$ cat config.mk
export PLATFORM = sky130hd
export DESIGN_NAME = manchester_rx_fsm_flat
export DESIGN_NICKNAME = d
export VERILOG_FILES = /design/src/rtl/manchester_rx_fsm_pkg.sv /design/src/rtl/manchester_rx_fsm_if.sv /design/src/rtl/manchester_rx_fsm_sync_edge_det.sv /design/src/rtl/manchester_rx_fsm.sv /design/src/flat_wrapper.sv
export SDC_FILE = /design/constraint.sdc
export NUM_CORES = 1
export LEC_CHECK = 0
export CORE_MARGIN = 2
export CORE_UTILIZATION = 51
export DETAILED_ROUTE_END_ITERATION = 8
export PLACE_DENSITY_LB_ADDON = 0.05
export SKIP_CTS_REPAIR_TIMING = 1
export SKIP_LAST_GASP = 1
export SYNTH_ARGS = -nofsm -noshare
export SYNTH_HDL_FRONTEND = slang
export SYNTH_SLANG_ARGS = --single-unit
$ cat constraint.sdc
create_clock -name clk -period 2.1 [get_ports clk]
set_input_delay 0.42 -clock clk [delete_from_list [all_inputs] [get_ports clk]]
set_output_delay 0.42 -clock clk [all_outputs]
set_load 0.03 [all_outputs]
$ cat src/rtl/manchester_rx_fsm_pkg.sv
// manchester_pkg: shared Manchester framing constants and receiver state type
package manchester_pkg;

   typedef enum logic [1:0] {IDLE, RECV, HOLDOFF} rx_state_t;

   localparam logic [7:0] PREAMBLE = 8'h55;
   localparam int WIN_EARLY_NUM = 3;
   localparam int WIN_LATE_NUM = 5;
   localparam int WIN_DEN = 4;

   function automatic int win_clks(input int bit_clks, input int num);
      return bit_clks * num / WIN_DEN;
   endfunction

endpackage

$ cat src/rtl/manchester_rx_fsm_if.sv
// manchester_rx_fsm_if: serial line in, decoded byte stream and frame status out
interface manchester_rx_fsm_if #(parameter int D = 8) ();

   logic rxd;
   logic [D-1:0] data;
   logic data_valid;
   logic cardet;
   logic eof;
   logic error;

   modport master (input rxd, output data, data_valid, cardet, eof, error);
   modport slave (output rxd, input data, data_valid, cardet, eof, error);

endinterface

$ cat src/rtl/manchester_rx_fsm_sync_edge_det.sv
// sync_edge_det: two-flop synchronizer plus delay flop with rise/fall detect
module sync_edge_det (
   input  logic clk,
   input  logic reset,
   input  logic rxd,
   output logic rxd_s,
   output logic rise,
   output logic fall
);

   logic meta;
   logic rxd_d;

   always_ff @(posedge clk or negedge reset)
      if (!reset) {meta, rxd_s, rxd_d} <= 3'b111;
      else {meta, rxd_s, rxd_d} <= {rxd, meta, rxd_s};

   assign rise = rxd_s & ~rxd_d;
   assign fall = ~rxd_s & rxd_d;

endmodule

$ cat src/rtl/manchester_rx_fsm.sv
// manchester_rx_fsm: windowed Manchester decoder with EOF timeout and holdoff
module manchester_rx_fsm
   import manchester_pkg::*;
#(
   parameter int BIT_CLKS = 16,
   parameter int D = 8
) (
   input logic clk,
   input logic reset,
   manchester_rx_fsm_if.master rx
);

   localparam int EARLY = win_clks(BIT_CLKS, WIN_EARLY_NUM);
   localparam int LATE = win_clks(BIT_CLKS, WIN_LATE_NUM);
   localparam int TW = $clog2(LATE + 1);
   localparam int HW = $clog2(BIT_CLKS + 1);
   localparam int BW = $clog2(D);

   rx_state_t state;
   logic [TW-1:0] timer;
   logic [HW-1:0] hold_cnt;
   logic [BW-1:0] bit_cnt;
   logic [D-1:0] shreg;
   logic [D-1:0] nxt_sh;
   logic early_seen;
   logic rxd_s;
   logic rise;
   logic fall;
   logic chg;
   logic early;
   logic timeout;
   logic last_bit;

   sync_edge_det u_sync (
      .clk  (clk),
      .reset(reset),
      .rxd  (rx.rxd),
      .rxd_s(rxd_s),
      .rise (rise),
      .fall (fall)
   );

   // timer reads one less than the clocks elapsed when an edge is judged, hence EARLY-1
   assign chg = rise | fall;
   assign early = timer < TW'(EARLY - 1);
   assign timeout = timer == TW'(LATE);
   assign nxt_sh = {fall, shreg[D-1:1]};
   assign last_bit = bit_cnt == BW'(D - 1);

   always_ff @(posedge clk or negedge reset)
      if (!reset) begin
         state <= IDLE;
         timer <= '0;
         hold_cnt <= '0;
         bit_cnt <= '0;
         shreg <= '0;
         early_seen <= 1'b0;
         rx.data <= '0;
         rx.data_valid <= 1'b0;
         rx.cardet <= 1'b0;
         rx.eof <= 1'b0;
         rx.error <= 1'b0;
      end else begin
         rx.data_valid <= 1'b0;
         rx.eof <= 1'b0;
         rx.error <= 1'b0;
         timer <= timeout ? timer : timer + 1'b1;
         case (state)
            IDLE:
               if (fall) begin
                  state <= RECV;
                  rx.cardet <= 1'b1;
                  shreg <= {PREAMBLE[0], shreg[D-1:1]};
                  bit_cnt <= BW'(1);
                  timer <= '0;
                  early_seen <= 1'b0;
               end
            RECV:
               if (timeout || (chg && early && early_seen)) begin
                  state <= HOLDOFF;
                  rx.cardet <= 1'b0;
                  hold_cnt <= '0;
                  rx.eof <= timeout && bit_cnt == '0;
                  rx.error <= !(timeout && bit_cnt == '0);
                  bit_cnt <= '0;
               end else if (chg && early) begin
                  early_seen <= 1'b1;
               end else if (chg) begin
                  timer <= '0;
                  early_seen <= 1'b0;
                  shreg <= nxt_sh;
                  bit_cnt <= last_bit ? '0 : bit_cnt + 1'b1;
                  rx.data <= last_bit ? nxt_sh : rx.data;
                  rx.data_valid <= last_bit;
               end
            HOLDOFF:
               if (!rxd_s) hold_cnt <= '0;
               else if (hold_cnt == HW'(BIT_CLKS - 1)) state <= IDLE;
               else hold_cnt <= hold_cnt + 1'b1;
            default: state <= IDLE;
         endcase
      end

endmodule

$ cat src/flat_wrapper.sv
// flat-port wrapper written by rule: the top's interface ports become plain ports
module manchester_rx_fsm_flat import manchester_pkg::*;
#(
   parameter int BIT_CLKS = 16,
   parameter int D = 8
)
  (clk, reset, rx_rxd, rx_data, rx_data_valid, rx_cardet, rx_eof, rx_error);
  manchester_rx_fsm_if #(.D(D)) rx_i ();
  input logic clk;
  input logic reset;
  input wire logic [$bits(rx_i.rxd)-1:0] rx_rxd;
  output wire logic [$bits(rx_i.data)-1:0] rx_data;
  output wire logic [$bits(rx_i.data_valid)-1:0] rx_data_valid;
  output wire logic [$bits(rx_i.cardet)-1:0] rx_cardet;
  output wire logic [$bits(rx_i.eof)-1:0] rx_eof;
  output wire logic [$bits(rx_i.error)-1:0] rx_error;
  assign rx_i.rxd = rx_rxd;
  assign rx_data = rx_i.data;
  assign rx_data_valid = rx_i.data_valid;
  assign rx_cardet = rx_i.cardet;
  assign rx_eof = rx_i.eof;
  assign rx_error = rx_i.error;
  manchester_rx_fsm #(.BIT_CLKS(BIT_CLKS), .D(D)) u_core (.clk(clk), .reset(reset), .rx(rx_i));
endmodule
==> summary.md <==
| Metric | Value |
|---|---|
| Number of top-level pins | `15` |
| Critical path type | `flip-flop to flip-flop` |
| Via count of the first global-routing pass | `1222` |
| Met1 usage | `23.2%` |
| Clock tree from TritonCTS | `built` |
| Initial antenna violation count | `0` |
| Relative slew margins | `52.5%` |
| DR pass1 iterations | `4` |
| Quantity of I/O buffers inserted on ports | `14` |
| Netlist Area Pre-Place | `1840 µm²` |
| Total die area | `4110 µm²` |
| Count of endpoints failing setup in the final report | `0` |
| CTS Buf Count | `5` |
| Worst slew pin tran | `0.713 ns` |
| Final Max Tran Viols | `0` |
| Distinct cells, synth | `45` |
| Source-to-sink clock delay at the later pin of the worst-skew pair | `0.34 ns` |
| Total half-perimeter wirelength after legalization and detailed placement | `2.23 mm` |
| Synthesized net count | `170` |
| Number of nets in the layout | `198` |
| Arrival time reported for the critical path endpoint | `2.28 ns` |
| Required time at the endpoint of the critical path | `2.32 ns` |
| Predominant post-synthesis flop cell | `dfrtp_1` |
| Crit end category | `flip-flop` |
| Worst Skew | `0.00914 ns` |
| Number of max-capacitance violations reported | `0` |
| Share of synthesized flip-flops with an asynchronous set or reset | `100%` |
| Met3 track utilization from global routing | `4.23%` |
| Startpoint class of the critical path | `flip-flop` |
| Max frequency | `0.486 GHz` |
| Number of synthesis warnings | `0` |
| Clock input transition at the sequential cells of the worst setup and hold paths | `0.11 ns` |
| Layout cells sized above 1 | `22.3%` |
| Total global routing track utilization | `17.6%` |
| Area Growth Syn to Fin | `18.8%` |
| RSZ-0062 raised after global routing | `true` |
| Yosys top cell area share | `47.5%` |
| Clk buf depth | `2` |
| Largest net degree at the start of global routing | `39` |
| Per-cell via count in the routed design | `5.41` |
| Antenna-violating nets left | `0` |
| Average size of a mapped cell | `11.6 µm²` |
| Type of the tightest min-delay check | `primary input to asynchronous set/reset pin` |
| Total power density per cell area | `1110 nW/µm²` |
| Total Neg Setup Slack | `0 ns` |
| Count of inserted antenna diode cells | `0` |
| Cells on worst reg2reg path | `6` |
| Instance area at placement | `2090 µm²` |
| Sequential cell area fraction in the yosys report | `51.8%` |
| Average routed wire per standard cell | `13.6 µm` |
| Reported leakage power | `0.992 nW` |
| Floorplan die height | `64.1 µm` |
| VDD IR-drop max | `0.539 mV` |
| Congestion Overflow GR | `0` |
| Root buffer selected by CTS | `clkbuf_4` |
| Detailed-route DRC error count | `0` |
| Global routing met2 resource utilization | `26.8%` |
| Fill cells | `290` |
| Initial core utilization | `54.0%` |
| Library cell occupying the most area in the post-synthesis netlist | `dfrtp_1` |
| Cell area after layout | `2190 µm²` |
| Rows | `21` |
| Global-route wire length before repair | `5.50 mm` |
| Post-synth EDFFs | `0` |
| Period Utilization, post-route | `98.0%` |
| Core Area | `3420 µm²` |
| Post-synthesis register bit count | `38` |
| Dominant cells by area after synthesis | `dfrtp_1 (48%), mux2_4 (6.5%), ha_1 (5.4%), dfstp_2 (4.3%), mux2_1 (3.1%)` |
| CTS sink count | `38` |
| Starting DRT DRC Count | `54` |
| Status | `completed` |
| Top Usage Layer GRT | `met2` |
| Critical Path Fanout Max | `5` |
| Global placement routability congestion | `0.831` |
| Final Hold Fails | `0` |
| Die W | `64.1 µm` |
| Total number of H-tree levels | `2` |
| Via count | `1266` |
| Drt total wl | `3.19 mm` |
| Final worst path period need | `2.06 ns` |
| Post-Synthesis Cells | `159` |
logic make-up (layout without fill, tap and decap cells):
| kind of cell | count (synthesis) | in the layout | synth area share, % |
|---|---|---|---|
| AOI/OAI and AO/OA | 27 | 27 | 9.84 |
| xor gates and xnor gates | 3 | 3 | 1.43 |
| adders and majority gates | 8 | 8 | 5.43 |
| buffers and inverters | 15 | 44 | 4.14 |
| DFF | 38 | 38 | 51.8 |
| muxes | 17 | 17 | 11.9 |
| and+or+nand+nor | 51 | 51 | 15.4 |
flip-flops by register name (all words and copies together) (netlist names), 2 cells and up:
signal           count
u_core.timer         5
u_core.state         2
u_core.bit_cnt       3
u_core.rx.data       8
u_core.hold_cnt      5
u_core.shreg         7
worst max-delay path, cell delays in order (launching register included):
cell	delay, ns
dfstp_2	0.55
inv_2	0.05
ha_4	0.23
or3_4	0.41
nor3b_4	0.24
buf_6	0.17
mux2_4	0.30
cells in the mapped netlist (2+ instances only):
master and n:
nand4b_1 2, o22ai_1 2, dfstp_2 3, xor2_1 2, nor3_1 4, o21ai_0 4
o31a_1 2, mux2_1 5, and4b_1 2, dfrtp_1 35, mux2_2 3, buf_6 2
mux2_4 8, a21oi_1 8, nor2_1 11, o211ai_1 2, nand2b_1 2, nand3_1 4
inv_1 10, ha_1 8, nor2b_1 4, and2_1 2, and3_1 2, nand2_1 11
area by class of cell:
type	count	area (µm²)	share of cell area (%)
clock inverters	1	5.00	0.229
repair buffers	26	229	10.5
clock buffers	7	55.1	2.51
flip-flops and latches	38	955	43.6
inverters	10	37.5	1.71
well taps	46	57.6	2.63
multi-input cells	106	851	38.9
where the power goes:
part | switching (mW) | internal, mW
combinational | 0.502 | 0.441
clock | 0.225 | 0.162
sequential | 0.176 | 0.929
cells in the final DEF (no fill, tap or decap), types with 2 or more instances in the layout:
master	instances
dfrtp_1	35
clkdlybuf4s50_1	13
nor2_1	11
nand2_1	11
buf_4	11
inv_1	8
a21oi_1	8
mux2_4	8
ha_1	6
mux2_1	5
clkbuf_4	5
nand3_1	4
nor3_1	4
o21ai_0	4
nor2b_1	4
mux2_2	3
dfstp_2	3
inv_2	2
and3_1	2
and4b_1	2
nand2b_1	2
xor2_1	2
nand4b_1	2
o31a_1	2
and2_1	2
o211ai_1	2
o22ai_1	2
ha_4	2
per-layer routing:
metal  part of all wire [%]  vias up  wire length (µm)
met4                   0.91        0                29
met2                     47       26              1490
met1                     49      616              1560
met3                    3.6        2               115
met5                      0        -                 0
li1                       -      622                 -
worst paths after layout:
kind	slack (ns)	start	end
setup / recovery	0.04	u_core.u_sync.rxd_s	u_core.rx.data[0]
hold / removal	0.11	reset	u_core.rx.data[4]
setup reg to reg	0.04	u_core.u_sync.rxd_s	u_core.rx.data[0]
hold reg to reg	0.37	u_core.u_sync.meta	u_core.u_sync.rxd_s
max in group asynchronous	1.62	reset	u_core.u_sync.meta
min in group clk	0.37	u_core.u_sync.meta	u_core.u_sync.rxd_s
metrics by stage:
stage | power, mW | hold slack, ns | setup slack [ns] | util [%] | std cells
6_report | 2.44 | 0.109 | 0.0410 | 64.1 | 234
5_1_grt | 2.63 | 0.148 | -0.0217 | 64.1 | 234
4_1_cts | 2.41 | 0.116 | 0.0158 | 62.9 | 232
3_5_place_dp | 2.02 | 0.357 | 0.0347 | 61.1 | 224
3_3_place_gp | 1.99 | 0.355 | 0.0644 | 61.1 | 224
2_1_floorplan | 1.75 | 0.124 | 0.0216 | - | 159
Power figures use the tool's default switching activity.
